--- src/rtl/uart_rx.sv ---
// Receive half of the simple UART: recovers 8N1 frames from an oversampled
// serial line into a one-word holding register with frame-error and overrun flags.
module uart_rx #(
  parameter int DATA_BITS   = 8,
  parameter int OVERSAMPLE  = 16,
  parameter int SYNC_STAGES = 2
) (
  input  logic                 rxclk,
  input  logic                 reset,
  input  logic                 rx_enable,
  input  logic                 rx_in,
  input  logic                 uld_rx_data,
  output logic [DATA_BITS-1:0] rx_data,
  output logic                 rx_empty,
  output logic                 frame_err,
  output logic                 overrun,
  output logic [2:0]           fsm_state
);

  localparam int TICK_W = $clog2(OVERSAMPLE);
  localparam int BIT_W  = $clog2(DATA_BITS + 1);

  typedef enum logic [2:0] {
    IDLE  = 3'd0,
    START = 3'd1,
    DATA  = 3'd2,
    STOP  = 3'd3,
    BREAK = 3'd4
  } state_t;

  state_t                 state;
  logic [TICK_W-1:0]      tick;
  logic [BIT_W-1:0]       bit_cnt;
  logic [DATA_BITS-1:0]   shift;
  logic [SYNC_STAGES-1:0] sync_q;
  logic                   rx_s;
  logic                   tick_max;
  logic                   half_pt;
  logic                   load_stb;

  // Synchronizer resets to the idle-high line level so reset never looks like a start bit.
  always_ff @(posedge rxclk or posedge reset) begin
    if (reset) sync_q <= '1;
    else       sync_q <= {sync_q[SYNC_STAGES-2:0], rx_in};
  end

  assign rx_s      = sync_q[SYNC_STAGES-1];
  assign tick_max  = (tick == TICK_W'(OVERSAMPLE - 1));
  assign half_pt   = (tick == TICK_W'(OVERSAMPLE / 2 - 1));
  assign load_stb  = rx_enable && (state == STOP) && tick_max;
  assign fsm_state = state;

  always_ff @(posedge rxclk or posedge reset) begin
    if (reset) begin
      state   <= IDLE;
      tick    <= '0;
      bit_cnt <= '0;
      shift   <= '0;
    end else if (!rx_enable) begin
      state   <= IDLE;
      tick    <= '0;
      bit_cnt <= '0;
    end else begin
      case (state)
        IDLE: begin
          tick    <= '0;
          bit_cnt <= '0;
          if (!rx_s) state <= START;
        end
        START: begin
          // Mid-start-bit check filters glitches shorter than half a bit.
          if (half_pt) begin
            tick  <= '0;
            state <= rx_s ? IDLE : DATA;
          end else begin
            tick <= tick + TICK_W'(1);
          end
        end
        DATA: begin
          tick <= tick_max ? '0 : tick + TICK_W'(1);
          if (tick_max) begin
            shift <= {rx_s, shift[DATA_BITS-1:1]};
            if (bit_cnt == BIT_W'(DATA_BITS - 1)) begin
              bit_cnt <= '0;
              state   <= STOP;
            end else begin
              bit_cnt <= bit_cnt + BIT_W'(1);
            end
          end
        end
        STOP: begin
          tick <= tick_max ? '0 : tick + TICK_W'(1);
          if (tick_max) state <= rx_s ? IDLE : BREAK;
        end
        BREAK: begin
          tick <= '0;
          if (rx_s) state <= IDLE;
        end
        default: state <= IDLE;
      endcase
    end
  end

  // A load in the same cycle as an unload wins; the old word counts as consumed.
  always_ff @(posedge rxclk or posedge reset) begin
    if (reset) begin
      rx_data   <= '0;
      rx_empty  <= 1'b1;
      frame_err <= 1'b0;
      overrun   <= 1'b0;
    end else if (load_stb) begin
      rx_data   <= shift;
      rx_empty  <= 1'b0;
      frame_err <= ~rx_s;
      if (!rx_empty) overrun <= ~uld_rx_data;
    end else if (uld_rx_data && !rx_empty) begin
      rx_empty <= 1'b1;
      overrun  <= 1'b0;
    end
  end

endmodule
--- config.mk ---
export PLATFORM = sky130hd
export DESIGN_NAME = uart_rx
export DESIGN_NICKNAME = d
export VERILOG_FILES = /design/src/rtl/uart_rx.sv
export SDC_FILE = /design/constraint.sdc
export NUM_CORES = 1
export LEC_CHECK = 0
export ABC_CLOCK_PERIOD_IN_PS = 4400
export BUFFER_PORTS_ARGS = -buffer_cell sky130_fd_sc_hd__buf_2
export CORE_MARGIN = 8
export CORE_UTILIZATION = 30
export CTS_CLUSTER_DIAMETER = 150
export CTS_CLUSTER_SIZE = 25
export DETAILED_ROUTE_END_ITERATION = 8
export GPL_TIMING_DRIVEN = 0
export PLACE_DENSITY = 0.57
export SETUP_SLACK_MARGIN = 0.02
export SYNTH_ARGS = -nofsm -noshare
export SYNTH_HDL_FRONTEND = slang
export SYNTH_SLANG_ARGS = --single-unit
--- constraint.sdc ---
create_clock -name rxclk -period 4.4 [get_ports rxclk]
set_input_delay 1.1 -clock rxclk [delete_from_list [all_inputs] [get_ports rxclk]]
set_output_delay 1.1 -clock rxclk [all_outputs]
set_load 0.1 [all_outputs]
==> results.yml <==
grt:
  grtUsageTotal_pct: 8.74
  grt_pass1_vias: 1092
  grt_max_degree: 33
  antenna_found_initial: 0
  grt_pass1_wl_microns: 5010
  grt-ovfl-total: 0
yosys:
  syn_area_sq_um: 1470
  synthCells: 119
  yosysMostFrequentCell: "dfrtp_1"
  ys_warn_count: 0
  synthMuxAreaShare_pct: 16.8
  synth_top_family_by_area: "multiplexers"
  synthTopCellsByCount: "dfrtp_1, mux2_2, nor2_1"
  synth_ff_type: "dfrtp_1"
  async_flop_share_pct: 100
  yosys.area.top_type_share_pct: 49.2
  synth.distinct_cells: 35
  synth-seq-cells: 32
  synth-xor-area-share_pct: 1.78
  yosys.area_share.adder_pct: 1.70
  synth_edf_count: 0
  synth_nets: 126
  yosysTopAreaCell: "dfrtp_1"
  synth-compound-area-share_pct: 8.40
  yosysSeqAreaShare_pct: 54.6
  yosys.area_share.simple_pct: 13.9
  syn_avg_cell_area_sq_um: 12.4
  synthTopCellsByArea: "dfrtp_1, mux2_2, dfstp_2"
timing:
  tightest_slew_ns: 0.492
  hold_viol_final: 0
  setup_viol: 0
  fmax_mhz: 425
  rsz0062_at_grt: "false"
  fin_setup_tns_ns: 0
  period_share_pct: 53.5
  drv_slew: 0
  setup_ws_ns: 2.05
  skew_ns: 0.00520
  whs_ns: 0.354
  slew_headroom_pct: 67.2
  finalCriticalPeriod_ns: 2.35
final_layout:
  antenna_cells: 0
  drive_above_1_share_pct: 41.1
  syn2layout_area_growth_pct: 19.6
  instances_no_fill: 213
  fin_nets: 152
  ff_latch_area_sq_um: 805
  fin_util_pct: 37.3
  multi_input_area_sq_um: 628
  fill_cells: 467
floorplan:
  fp.dieW_microns: 86.1
  row_count: 25
  die_h_microns: 86.1
  fp.dieArea_sq_um: 7410
  io_pins: 19
  core_sq_um: 4720
  initial_utilization_pct: 31.2
setup_path:
  crit_path_start_kind: "register"
  critPathRequiredTime_ns: 3.30
  critPathTopFamily: "flip-flops"
  crit_buf_inv: 1
  crit_path_end_kind: "output pin"
  cp_data_arrival_time_ns: 1.25
  critPathSlowestCell: "dfstp_2"
  worstPathCellList: "buf_2"
  crit_type: "reg -> out"
  slowest_delay_ns: 0.55
  crit_fanout: 3
route:
  drt_iter0_markers: 65
  wl_per_cell_microns: 13.4
  vias: 1007
  avgViaCountPerCell: 4.73
  drc: 0
  ant_nets: 0
  wl_microns: 2850
  firstDrtPassIters: 4
clock_network:
  worstSkewPairLatency_ns: 0.28
  h-tree-depth: 2
  cts.repair.resized: 0
  cts_buffers: 5
  tritoncts: "yes"
  cts.sinks: 32
  cts_setup_buffers: 0
  cts_root_buf: "clkbuf_8"
  clkTransAtPathRegs_ns: 0.07
  cts.hold.buffers_added: 0
  cts.path.max_buffers: 2
placement:
  dp.cells: 204
  hpwl_microns: 2040
  gp_congestion: 0.868
  post-place-ws_ns: 1.90
  portBuffers: 18
pwr:
  vdd_drop_max_v: 0.000205
  power_density_nw_per_um2: 450
  power_leakage_uw: 0.000894
flow_run:
  drv_cap: 0
worst_hold_path:
  hp-class: "reg -> reg"
run_status:
  status: "completed"
[flip-flops by register name, summed over array words and instances, names as in the netlist]
register and flops:
tick 4, bit_cnt 4, shift 8, overrun 1, rx_data 8, sync_q 2, frame_err 1, fsm_state 3
rx_empty 1
[worst reg2reg max path: stages, from the launching register on]
cell and delay [ns]:
dfrtp_1 0.39, ha_1 0.27, nand3_4 0.15, nor3_1 0.27
buf_2 0.30, mux2_2 0.36
[stage by stage]
step	total power (uW)	instance area [sq um]
after CTS	802	1740
after detailed placement	574	1650
after global placement	565	1650
after floorplan	530	1470
after global routing	841	1760
final	793	1760
[cells in the final DEF, fill, tap and decap left out, drive strengths merged, types with 2 or more instances in the layout]
master  count
dfrtp      29
buf        23
mux2       19
nor2       10
nand3       6
o21ai       5
nand2       5
inv         5
clkbuf      5
a21oi       4
mux2i       3
dfstp       3
clkinv      3
and3        2
nor3        2
nor2b       2
xor2        2
a211o       2
ha          2
or3         2
[cell type report]
cell class / instances / area share [%]
clock buffer: 5 / 3.90
multi-input combinational: 78 / 35.6
buffer: 4 / 1.28
timing repair buffer: 19 / 6.67
sequential: 32 / 45.6
clock inverter: 3 / 1.06
tap: 67 / 4.76
inverter: 5 / 1.06
[cell families after synthesis]
family,after synthesis
xor gates and xnor gates,3
AOI/OAI and AO/OA,18
and+or+nand+nor,33
muxes,22
adders and majority gates,2
buffers and inverters,9
DFF,32
[final timing paths]
check	to	from	cells past startpoint	slack, ns
max	rx_empty	rx_empty	1	2.05
min	sync_q[1]	sync_q[0]	0	0.35
max reg2reg	rx_data[6]	tick[0]	5	2.54
min reg2reg	sync_q[1]	sync_q[0]	0	0.35
max in group asynchronous	rx_empty	reset	3	3.01
min in group asynchronous	bit_cnt[0]	reset	2	0.83
[metal layers]
layer	track usage (%)	part of all wire, %	up-vias
met1	9.01	44	491
met5	0	0	-
met2	14.7	49	30
met3	3.15	5.2	9
li1	-	-	477
met4	5.57	2.6	0
[report_power, final]
| group | internal (uW) | switching, uW |
|---|---|---|
| Clock | 110 | 109 |
| Sequential | 315 | 16.4 |
| Combinational | 75.8 | 167 |
(Power assumes the default switching activity.)
